===== config.mk =====
export PLATFORM = sky130hd
export DESIGN_NAME = poly_edge_sequencer_flat
export DESIGN_NICKNAME = d
export VERILOG_FILES = /design/src/rtl/poly_edge_sequencer_if.sv /design/src/rtl/poly_edge_sequencer.sv /design/src/flat_wrapper.sv
export SDC_FILE = /design/constraint.sdc
export NUM_CORES = 1
export LEC_CHECK = 0
export CAP_MARGIN = 10
export CELL_PAD_IN_SITES_DETAIL_PLACEMENT = 0
export CELL_PAD_IN_SITES_GLOBAL_PLACEMENT = 1
export CORE_ASPECT_RATIO = 0.7
export CORE_MARGIN = 3
export CORE_UTILIZATION = 47
export DETAILED_ROUTE_END_ITERATION = 12
export GPL_ROUTABILITY_DRIVEN = 0
export PLACE_DENSITY_LB_ADDON = 0.1
export REMOVE_ABC_BUFFERS = 1
export SLEW_MARGIN = 20
export SYNTH_ARGS = -nofsm -noshare
export SYNTH_HDL_FRONTEND = slang
export SYNTH_SLANG_ARGS = --single-unit
export TNS_END_PERCENT = 50

===== constraint.sdc =====
create_clock -name clock -period 7.8 [get_ports clock]
set_clock_uncertainty 0.05 [all_clocks]
set_input_delay 2.34 -clock clock [delete_from_list [all_inputs] [get_ports clock]]
set_output_delay 2.34 -clock clock [all_outputs]
set_load 0.01 [all_outputs]

===== src/rtl/poly_edge_sequencer_if.sv =====
// ---------------------------------------------------------------------------
// poly_edge_sequencer_if
//   Bundles the SPI-word input side and the line-drawer handshake of
//   poly_edge_sequencer into one interface.
//
//   Parameters:
//     CORDW : coordinate / word width in bits
//
//   Signals:
//     io_word, io_word_valid, io_frame_end : from the SPI word receiver
//     io_line_start, io_line_x0/y0/x1/y1   : edge command to the line drawer
//     io_line_done                         : edge completion from the drawer
//     io_busy, io_overflow, io_edges_drawn : status
//
//   Modports:
//     slave  : the sequencer side
//     master : the environment (receiver + drawer) side
// ---------------------------------------------------------------------------
interface poly_edge_sequencer_if #(
    parameter int CORDW = 16
) ();
    logic [CORDW-1:0] io_word;
    logic             io_word_valid;
    logic             io_frame_end;
    logic             io_line_start;
    logic [CORDW-1:0] io_line_x0;
    logic [CORDW-1:0] io_line_y0;
    logic [CORDW-1:0] io_line_x1;
    logic [CORDW-1:0] io_line_y1;
    logic             io_line_done;
    logic             io_busy;
    logic             io_overflow;
    logic [7:0]       io_edges_drawn;

    modport slave (
        input  io_word, io_word_valid, io_frame_end, io_line_done,
        output io_line_start, io_line_x0, io_line_y0, io_line_x1, io_line_y1,
        output io_busy, io_overflow, io_edges_drawn
    );

    modport master (
        output io_word, io_word_valid, io_frame_end, io_line_done,
        input  io_line_start, io_line_x0, io_line_y0, io_line_x1, io_line_y1,
        input  io_busy, io_overflow, io_edges_drawn
    );
endinterface


===== src/rtl/poly_edge_sequencer.sv =====
// ---------------------------------------------------------------------------
// poly_edge_sequencer
//   Collects x/y coordinate words (one CS frame per polygon) into a vertex
//   buffer and, when the frame closes, feeds the line drawer one edge at a
//   time over a start/done handshake.
//
//   Optional feature macro: POLY_CLOSE_EN
//     defined   : n>=3 vertices draw n edges (closing edge n-1 -> 0)
//     undefined : n>=3 vertices draw n-1 edges (open polyline)
//     two vertices always draw exactly one edge.
//
//   Parameters:
//     CORDW     : coordinate / word width
//     MAX_VERTS : vertex buffer depth (>= 2)
//
//   Ports:
//     clock : system clock
//     reset : synchronous, active-low reset
//     bus   : poly_edge_sequencer_if.slave (word input, drawer handshake,
//             status outputs)
// ---------------------------------------------------------------------------
module poly_edge_sequencer #(
    parameter int CORDW     = 16,
    parameter int MAX_VERTS = 8
) (
    input  logic                  clock,
    input  logic                  reset,
    poly_edge_sequencer_if.slave  bus
);
    localparam int CW = $clog2(MAX_VERTS + 1);   // vertex count width
    localparam int IW = $clog2(MAX_VERTS);       // buffer index width
    localparam logic [CW:0] TWO_EXT = 2;

    typedef enum logic [1:0] {
        ST_COLLECT,
        ST_ISSUE,
        ST_WAIT
    } state_t;

    state_t state_reg, state_next;

    // vertex buffer: written only while collecting, no reset needed
    logic [CORDW-1:0] x_mem [MAX_VERTS];
    logic [CORDW-1:0] y_mem [MAX_VERTS];

    logic [CW-1:0]    vcnt_reg;
    logic             phase_reg;        // 1 = pending x latched, waiting for y
    logic [CORDW-1:0] pend_x_reg;
    logic [CW-1:0]    edge_reg;         // index of edge currently in flight
    logic [CW-1:0]    n_edges_reg;
    logic [CORDW-1:0] x0_reg, y0_reg, x1_reg, y1_reg;
    logic             overflow_reg;
    logic [7:0]       drawn_reg;

    // ---------------------------------------------------------------------
    // Event decode
    // ---------------------------------------------------------------------
    logic          word_in_collect;
    logic          completes;
    logic          room;
    logic          store;
    logic [CW-1:0] vcnt_eff;
    logic          frame_close;
    logic          start_draw;
    logic          trailing_x;
    logic          ovf_event;
    logic          done_in_wait;
    logic          last_edge;
    logic [CW:0]   end_idx;
    logic [CORDW-1:0] v1_x, v1_y;

    function automatic logic [CW-1:0] edges_for(input logic [CW-1:0] n);
        logic [CW-1:0] r;
        if (n == CW'(2)) begin
            r = CW'(1);
        end else begin
`ifdef POLY_CLOSE_EN
            r = n;
`else
            r = n - CW'(1);
`endif
        end
        return r;
    endfunction

    always_comb begin
        word_in_collect = (state_reg == ST_COLLECT) && bus.io_word_valid;
        completes       = word_in_collect && phase_reg;
        room            = (vcnt_reg < CW'(MAX_VERTS));
        store           = completes && room;
        vcnt_eff        = vcnt_reg + CW'(store);
        frame_close     = (state_reg == ST_COLLECT) && bus.io_frame_end;
        start_draw      = frame_close && (vcnt_eff >= CW'(2));
        // an x left without its y once this cycle's word (if any) is counted
        trailing_x      = frame_close && (word_in_collect ? !phase_reg : phase_reg);
        ovf_event       = (completes && !room) || trailing_x ||
                          (bus.io_word_valid && (state_reg != ST_COLLECT));
        done_in_wait    = (state_reg == ST_WAIT) && bus.io_line_done;
        last_edge       = ((edge_reg + CW'(1)) == n_edges_reg);

        // end vertex of the following edge; wraps to vertex 0 for the
        // closing edge
        end_idx = {1'b0, edge_reg} + TWO_EXT;
        if (end_idx == {1'b0, vcnt_reg}) begin
            end_idx = '0;
        end

        // vertex 1 may be completed by the very word that arrives with
        // frame_end, so bypass the buffer in that case
        if (store && (vcnt_reg == CW'(1))) begin
            v1_x = pend_x_reg;
            v1_y = bus.io_word;
        end else begin
            v1_x = x_mem[1];
            v1_y = y_mem[1];
        end
    end

    // ---------------------------------------------------------------------
    // FSM
    // ---------------------------------------------------------------------
    always_ff @(posedge clock) begin
        if (!reset) begin
            state_reg <= ST_COLLECT;
        end else begin
            state_reg <= state_next;
        end
    end

    always_comb begin
        state_next        = state_reg;
        bus.io_line_start = 1'b0;
        bus.io_busy       = 1'b0;
        case (state_reg)
            ST_COLLECT: begin
                if (start_draw) begin
                    state_next = ST_ISSUE;
                end
            end
            ST_ISSUE: begin
                bus.io_line_start = 1'b1;
                bus.io_busy       = 1'b1;
                state_next        = ST_WAIT;
            end
            ST_WAIT: begin
                bus.io_busy = 1'b1;
                if (bus.io_line_done) begin
                    state_next = last_edge ? ST_COLLECT : ST_ISSUE;
                end
            end
            default: begin
                state_next = ST_COLLECT;
            end
        endcase
    end

    // ---------------------------------------------------------------------
    // Vertex buffer write
    // ---------------------------------------------------------------------
    always_ff @(posedge clock) begin
        if (store) begin
            x_mem[vcnt_reg[IW-1:0]] <= pend_x_reg;
            y_mem[vcnt_reg[IW-1:0]] <= bus.io_word;
        end
    end

    // ---------------------------------------------------------------------
    // Datapath
    // ---------------------------------------------------------------------
    always_ff @(posedge clock) begin
        if (!reset) begin
            vcnt_reg     <= '0;
            phase_reg    <= 1'b0;
            pend_x_reg   <= '0;
            edge_reg     <= '0;
            n_edges_reg  <= '0;
            x0_reg       <= '0;
            y0_reg       <= '0;
            x1_reg       <= '0;
            y1_reg       <= '0;
            overflow_reg <= 1'b0;
            drawn_reg    <= '0;
        end else begin
            if (ovf_event) begin
                overflow_reg <= 1'b1;
            end

            if (word_in_collect) begin
                if (!phase_reg) begin
                    pend_x_reg <= bus.io_word;
                    phase_reg  <= 1'b1;
                end else begin
                    phase_reg <= 1'b0;
                    if (store) begin
                        vcnt_reg <= vcnt_reg + CW'(1);
                    end
                end
            end

            if (frame_close) begin
                phase_reg <= 1'b0;
                if (start_draw) begin
                    vcnt_reg    <= vcnt_eff;
                    edge_reg    <= '0;
                    n_edges_reg <= edges_for(vcnt_eff);
                    drawn_reg   <= '0;
                    x0_reg      <= x_mem[0];
                    y0_reg      <= y_mem[0];
                    x1_reg      <= v1_x;
                    y1_reg      <= v1_y;
                end else begin
                    vcnt_reg <= '0;
                end
            end

            if (done_in_wait) begin
                drawn_reg <= drawn_reg + 8'd1;
                if (last_edge) begin
                    vcnt_reg <= '0;
                end else begin
                    // next edge starts where the current one ended
                    edge_reg <= edge_reg + CW'(1);
                    x0_reg   <= x1_reg;
                    y0_reg   <= y1_reg;
                    x1_reg   <= x_mem[end_idx[IW-1:0]];
                    y1_reg   <= y_mem[end_idx[IW-1:0]];
                end
            end
        end
    end

    assign bus.io_line_x0     = x0_reg;
    assign bus.io_line_y0     = y0_reg;
    assign bus.io_line_x1     = x1_reg;
    assign bus.io_line_y1     = y1_reg;
    assign bus.io_overflow    = overflow_reg;
    assign bus.io_edges_drawn = drawn_reg;

endmodule


===== src/flat_wrapper.sv =====
// flat-port wrapper written by rule: the top's interface ports become plain ports
module poly_edge_sequencer_flat 
#(
    parameter int CORDW     = 16,
    parameter int MAX_VERTS = 8
)
  (clock, reset, bus_io_word, bus_io_word_valid, bus_io_frame_end, bus_io_line_done, bus_io_line_start, bus_io_line_x0, bus_io_line_y0, bus_io_line_x1, bus_io_line_y1, bus_io_busy, bus_io_overflow, bus_io_edges_drawn);
  poly_edge_sequencer_if #(.CORDW(CORDW)) bus_i ();
  input  logic clock;
  input  logic reset;
  input wire logic [$bits(bus_i.io_word)-1:0] bus_io_word;
  input wire logic [$bits(bus_i.io_word_valid)-1:0] bus_io_word_valid;
  input wire logic [$bits(bus_i.io_frame_end)-1:0] bus_io_frame_end;
  input wire logic [$bits(bus_i.io_line_done)-1:0] bus_io_line_done;
  output wire logic [$bits(bus_i.io_line_start)-1:0] bus_io_line_start;
  output wire logic [$bits(bus_i.io_line_x0)-1:0] bus_io_line_x0;
  output wire logic [$bits(bus_i.io_line_y0)-1:0] bus_io_line_y0;
  output wire logic [$bits(bus_i.io_line_x1)-1:0] bus_io_line_x1;
  output wire logic [$bits(bus_i.io_line_y1)-1:0] bus_io_line_y1;
  output wire logic [$bits(bus_i.io_busy)-1:0] bus_io_busy;
  output wire logic [$bits(bus_i.io_overflow)-1:0] bus_io_overflow;
  output wire logic [$bits(bus_i.io_edges_drawn)-1:0] bus_io_edges_drawn;
  assign bus_i.io_word = bus_io_word;
  assign bus_i.io_word_valid = bus_io_word_valid;
  assign bus_i.io_frame_end = bus_io_frame_end;
  assign bus_i.io_line_done = bus_io_line_done;
  assign bus_io_line_start = bus_i.io_line_start;
  assign bus_io_line_x0 = bus_i.io_line_x0;
  assign bus_io_line_y0 = bus_i.io_line_y0;
  assign bus_io_line_x1 = bus_i.io_line_x1;
  assign bus_io_line_y1 = bus_i.io_line_y1;
  assign bus_io_busy = bus_i.io_busy;
  assign bus_io_overflow = bus_i.io_overflow;
  assign bus_io_edges_drawn = bus_i.io_edges_drawn;
  poly_edge_sequencer #(.CORDW(CORDW), .MAX_VERTS(MAX_VERTS)) u_core (.clock(clock), .reset(reset), .bus(bus_i));
endmodule

* After elaboration in Yosys (flattened, before gate mapping)
Memory sizes are Yosys's and may differ from the RTL's. Index checks and enable logic that the tools add are counted.
Word-level totals: logic and storage cells 100, memories 2, RAM bits 256, input bits 21, output and inout bits 75, bits in latches 0, bits in read-only memories 0, register bits after elaboration 104
Cells by class: equality and inequality tests 8, bitwise logic cells 2, shift-type cells 0, add/sub/neg operators 6, multiplexer cells 44, divide/modulo/power cells 0, reduce and logical (&&, ||, !) cells 24, multipliers 0, magnitude comparators 2
Memories:
- u_core.x_mem | words 8, width 16, rd ports 3, clocked after memory_dff 0, wr ports 1, RTL line poly_edge_sequencer.sv:43 | logic [CORDW-1:0] x_mem [MAX_VERTS];
- u_core.y_mem | words 8, width 16, rd ports 3, clocked after memory_dff 0, wr ports 1, RTL line poly_edge_sequencer.sv:44 | logic [CORDW-1:0] y_mem [MAX_VERTS];
Operator list (number):
- two-way mux 16 bit | 18
- two-way mux 4 bit | 12
- two-way mux 8 bit | 3
- logical AND 1 bit | 10
- adder 4 x 1 -> 4 bit, second input constant | 2
- adder 8 x 1 -> 8 bit, second input constant | 1
- AND reduction 2 bit | 4
- two-way mux 1 bit | 7
- case mux 2 bit (3 select lines) | 1
- nonzero test 2 bit | 3
- adder 4 x 2 -> 5 bit, second input constant | 1
- == test 5 x 4 -> 1 bit | 1
- adder 4 x 1 -> 4 bit | 1
- == test 4 x 1 -> 1 bit, second input constant | 1
- == test 4 x 2 -> 1 bit, second input constant | 1
- == test 4 bit | 1
- >= comparator 4 x 2 -> 1 bit, second input constant | 1
- < comparator 4 bit, second input constant | 1
- two-way mux 2 bit | 2
- OR reduction 2 bit | 2
- subtractor 4 x 1 -> 4 bit, second input constant | 1
- two-way mux 3 bit | 1
- == test 2 x 1 -> 1 bit, second input constant | 1
- == test 2 bit, second input constant | 1
- 6 further kinds | 9

* Longest topological paths before layout
depth after elaboration 11, depth in mapped cells 15, gate-level depth less buffers 13

* Least setup slack after synthesis
No wires, ideal clock.
path type input to register, start point input port bus_io_word_valid, end point memory u_core.x_mem[0][0] (enable), path slack 1.940 ns, library setup time 0.461 ns, data arrival time 5.349 ns, stages 5, required time 7.289 ns, path buffers 0, cells stage by stage and2_0 ha_1 nor2b_1 nand2b_1 nor3_1
Between the ends: word-level cells in the longest chain between the ends 5
Ends and longest elaborated chain:
- from (decl) | RTL line flat_wrapper.sv:12 | input wire logic [$bits(bus_i.io_word_valid)-1:0] bus_io_word_valid;
- logical AND 1 bit | RTL line poly_edge_sequencer.sv:87 | word_in_collect = (state_reg == ST_COLLECT) && bus.io_word_valid;
- logical AND 1 bit | RTL line poly_edge_sequencer.sv:88 | completes = word_in_collect && phase_reg;
- logical AND 1 bit | RTL line poly_edge_sequencer.sv:90 | store = completes && room;
- two-way mux 1 bit | RTL line poly_edge_sequencer.sv:161 | if (store) begin
- two-way mux 1 bit (not written as such) | RTL line poly_edge_sequencer.sv:162 | x_mem[vcnt_reg[IW-1:0]] <= pend_x_reg;
- to (decl) | RTL line poly_edge_sequencer.sv:43
No other way between the ends.

* Final worst setup path
start point input port bus_io_word_valid, end point register u_core.x0_reg[13], in the netlist u_core.bus.io_line_x0[13]
Between the ends: word-level cells in the longest chain between the ends 10
Ends and longest elaborated chain:
- logical AND 1 bit (*) | RTL line poly_edge_sequencer.sv:87
- logical AND 1 bit (*) | RTL line poly_edge_sequencer.sv:88
- logical AND 1 bit (*) | RTL line poly_edge_sequencer.sv:90
- adder 4 x 1 -> 4 bit (*) | RTL line poly_edge_sequencer.sv:91 | vcnt_eff = vcnt_reg + CW'(store);
- >= comparator 4 x 2 -> 1 bit (*) | RTL line poly_edge_sequencer.sv:93 | start_draw = frame_close && (vcnt_eff >= CW'(2));
- logical AND 1 bit (*) | RTL line poly_edge_sequencer.sv:93
- two-way mux 16 bit (*) | RTL line poly_edge_sequencer.sv:202 | if (start_draw) begin
- two-way mux 16 bit (*) | RTL line poly_edge_sequencer.sv:200 | if (frame_close) begin
- two-way mux 16 bit | RTL line poly_edge_sequencer.sv:218 | if (last_edge) begin
- two-way mux 16 bit (*) | RTL line poly_edge_sequencer.sv:216 | if (done_in_wait) begin
- to (signal assigned) | RTL line poly_edge_sequencer.sv:207 | x0_reg <= x_mem[0];
- to (signal assigned) | RTL line poly_edge_sequencer.sv:223 | x0_reg <= x1_reg;
- to (decl) | RTL line poly_edge_sequencer.sv:51 | logic [CORDW-1:0] x0_reg, y0_reg, x1_reg, y1_reg;
Mark *: on every way between the ends. The rest lies on a longest branch, timed or not. A chain may end at the register's enable or synchronous reset.

==> run_results.csv <==
group,metric,value,unit
status,status,"finished clean",
clocking,cts_setup_buffers,0,
clocking,htreeDepth,2,
cells_and_area,diodes,0,
routing,postRouteWirelength,42.8,mm
power_and_ir_drop,ir_drop,0.000149,V
hold_path,hold_start,"u_core.bus.io_edges_drawn[7]",
global_route,grt_pass1_wl,64.9,mm
clocking,clockRootBuffer,"clkbuf_16",
logic_synthesis,synth_top_area_share,50.4,%
clocking,clk_latency,530,ps
logic_synthesis,yosys.area.top_type,"edfxtp_1",
logic_synthesis,synth_top_flop_cell,"edfxtp_1",
power_and_ir_drop,seq_power_share,48.2,%
routing,drt_iter0_markers,919,
cells_and_area,layout_commonest_cell,"edfxtp_1",
cells_and_area,final_core_util,56.5,%
cells_and_area,drive_above_1_share,13.2,%
sta,period_needed,6350,ps
place,dpl.cell_count,1626,
floorplan,fp.dieW,221,um
routing,vias_per_cell,6.08,
critical_path,crit_start,"bus_io_word_valid",
power_and_ir_drop,combPwrFrac,15.4,%
floorplan,io_pins,96,
power_and_ir_drop,internal-power,3.52,mW
floorplan,row_count,54,
floorplan,core_area,31600,um^2
floorplan,dieHeight,157,um
floorplan,fp.dieArea,34700,um^2
power_and_ir_drop,power.switching,1.29,mW
cells_and_area,seqCellArea,9770,um^2
hold_path,hp-class,"reg -> reg",
logic_synthesis,synth_cell_types,49,
logic_synthesis,synth_warnings,0,
run,drv_cap,0,
clocking,cts_sinks,360,
logic_synthesis,syn-cell-area,15300,um^2
logic_synthesis,synth.avg_cell_area,12.8,um^2
critical_path,start_kind,"input pin",
sta,timing.final.crit_share,81.4,%
cells_and_area,num-fill-cells,2615,
routing,ant_nets,0,
cells_and_area,area_growth_syn_to_layout,16.9,%
power_and_ir_drop,power_leakage,5.72,nW
power_and_ir_drop,sw_frac_of_total,26.8,%
place,hpwl,23.3,mm
power_and_ir_drop,power.density,270,nW/um^2
logic_synthesis,synth_seq_area_share,64.0,%
global_route,grt_pass1_vias,10200,
routing,drcViolationCount,0,
cells_and_area,layout_common_cells,"256 x edfxtp_1, 119 x nand2_1, 102 x dfxtp_1",
clocking,clk_path_buf_depth,3,
clocking,numCtsBuffers,37,
logic_synthesis,synth_area_leaders,"edfxtp_1 50%, dfxtp_1 14%, mux2i_1 5.2%",
logic_synthesis,async_flop_share,0,%
power_and_ir_drop,clkPwrFrac,36.4,%
place,port_buffers,95,
critical_path,rr_startpoint,"u_core.state_reg[0]",
routing,drt_pre_antenna_iters,5,
critical_path,crit_type,"in -> reg",
logic_synthesis,netlist_instances,1188,
sta,slew_headroom,27.8,%
logic_synthesis,ys_ff_latch,360,
global_route,grt_usage,24.5,%
critical_path,critPathArrivalTime,6730,ps
routing,wl_per_cell,25.3,um
sta,fmax,0.158,GHz
clocking,cts_tree,"done",
sta,rsz0062_at_grt,"no",
cells_and_area,fin_nets,1281,
global_route,antenna_found_initial,0,
clocking,clk_pin_slew,60,ps
sta,setup_viol,0,
sta,finalHoldViolCount,0,
clocking,cts_resized,0,
global_route,grt_overflow,0,
sta,tightest_slew,1080,ps
critical_path,end_kind,"register",
cells_and_area,multi_input_area,5130,um^2
critical_path,required,8180,ps
critical_path,crit_fanout,46,
floorplan,start_util,48.4,%
cells_and_area,final_cells,1694,
clocking,hold_buffers,0,
logic_synthesis,synth_edf_count,256,
sta,timing_max_transition_violations_final,0,
routing,vias,10300,
global_route,grt_max_degree,65,
worst max-delay path, stage by stage:
cell	delay (ps)
clkdlybuf4s50_1	480
and2_0	280
ha_1	260
nor2b_1	280
ha_1	350
inv_1	110
ha_1	250
inv_1	60
nand3_1	470
o21a_2	920
buf_4	500
nand2_1	100
a311oi_1	290
per-stage QoR:
step / setup WS (ps) / TNS, ps / hold slack, ps / cell area (um^2) / power (mW)
CTS: 1450 / 0 / 423 / 17800 / 4.84
global route: 1100 / 0 / 448 / 17800 / 4.99
global placement: 1130 / 0 / 403 / 16600 / 3.09
detailed placement: 925 / 0 / 411 / 16600 / 3.10
floorplan: -384 / -11920 / 394 / 14800 / 2.69
finish: 1450 / 0 / 418 / 17800 / 4.81
synth_stat cells, drive strengths merged, types with 3 or more instances:
cell,count
a21oi,14
a311oi,33
a31oi,6
and2,3
and3,4
buf,36
clkbuf,68
dfxtp,104
edfxtp,256
ha,15
inv,11
mux2,31
mux2i,80
nand2,119
nand2b,5
nand3,12
nand4,6
nor2,96
nor3,13
o2111ai,31
o211ai,94
o21a,3
o21ai,46
o221ai,32
o22ai,34
or4,3
xnor2,10
xor2,4
area by class of cell:
type / count / area share [%]
Clock buffer: 54 / 6.07
Multi-Input combinational cell: 713 / 28.8
Timing Repair Buffer: 122 / 6.51
Clock inverter: 14 / 0.667
Inverter: 11 / 0.232
Sequential cell: 360 / 54.8
Tap cell: 420 / 2.95
per-layer routing:
layer  wire length [um]  track usage (%)  up-vias
met5                  0                0        -
met4                737             6.10        0
met3               2710             4.52       62
met2              19700             39.4      325
met1              19700             34.7     5195
li1                   -                -     4725
worst paths after layout:
| check | endpoint | slack [ps] | depth (start not counted) |
|---|---|---|---|
| setup / recovery | u_core.bus.io_line_x0[13] | 1450 | 13 |
| hold reg to reg | u_core.bus.io_edges_drawn[7] | 420 | 1 |
| hold / removal | u_core.bus.io_edges_drawn[7] | 420 | 1 |
| setup reg to reg | u_core.bus.io_line_x0[13] | 2960 | 14 |
cells by family after synthesis:
family	count (synthesis)	share of synthesized area, %
DFF	360	64.0
AOI/OAI and AO/OA	304	15.5
and+or+nand+nor	267	7.31
buffers and inverters	115	3.21
muxes	112	7.68
xor gates and xnor gates	15	1.06
adders and majority gates	15	1.23
power by group through the flow:
| stage | registers, mW | logic [mW] | clock network, mW |
|---|---|---|---|
| 4_1_cts | 2.32 | 0.745 | 1.78 |
| 2_1_floorplan | 2.34 | 0.348 | 0 |
| 3_5_place_dp | 2.36 | 0.741 | 0 |
| 5_1_grt | 2.33 | 0.798 | 1.85 |
| 3_3_place_gp | 2.36 | 0.734 | 0 |
| 6_report | 2.32 | 0.742 | 1.75 |
No activity file was read; power rests on OpenSTA's default activity.
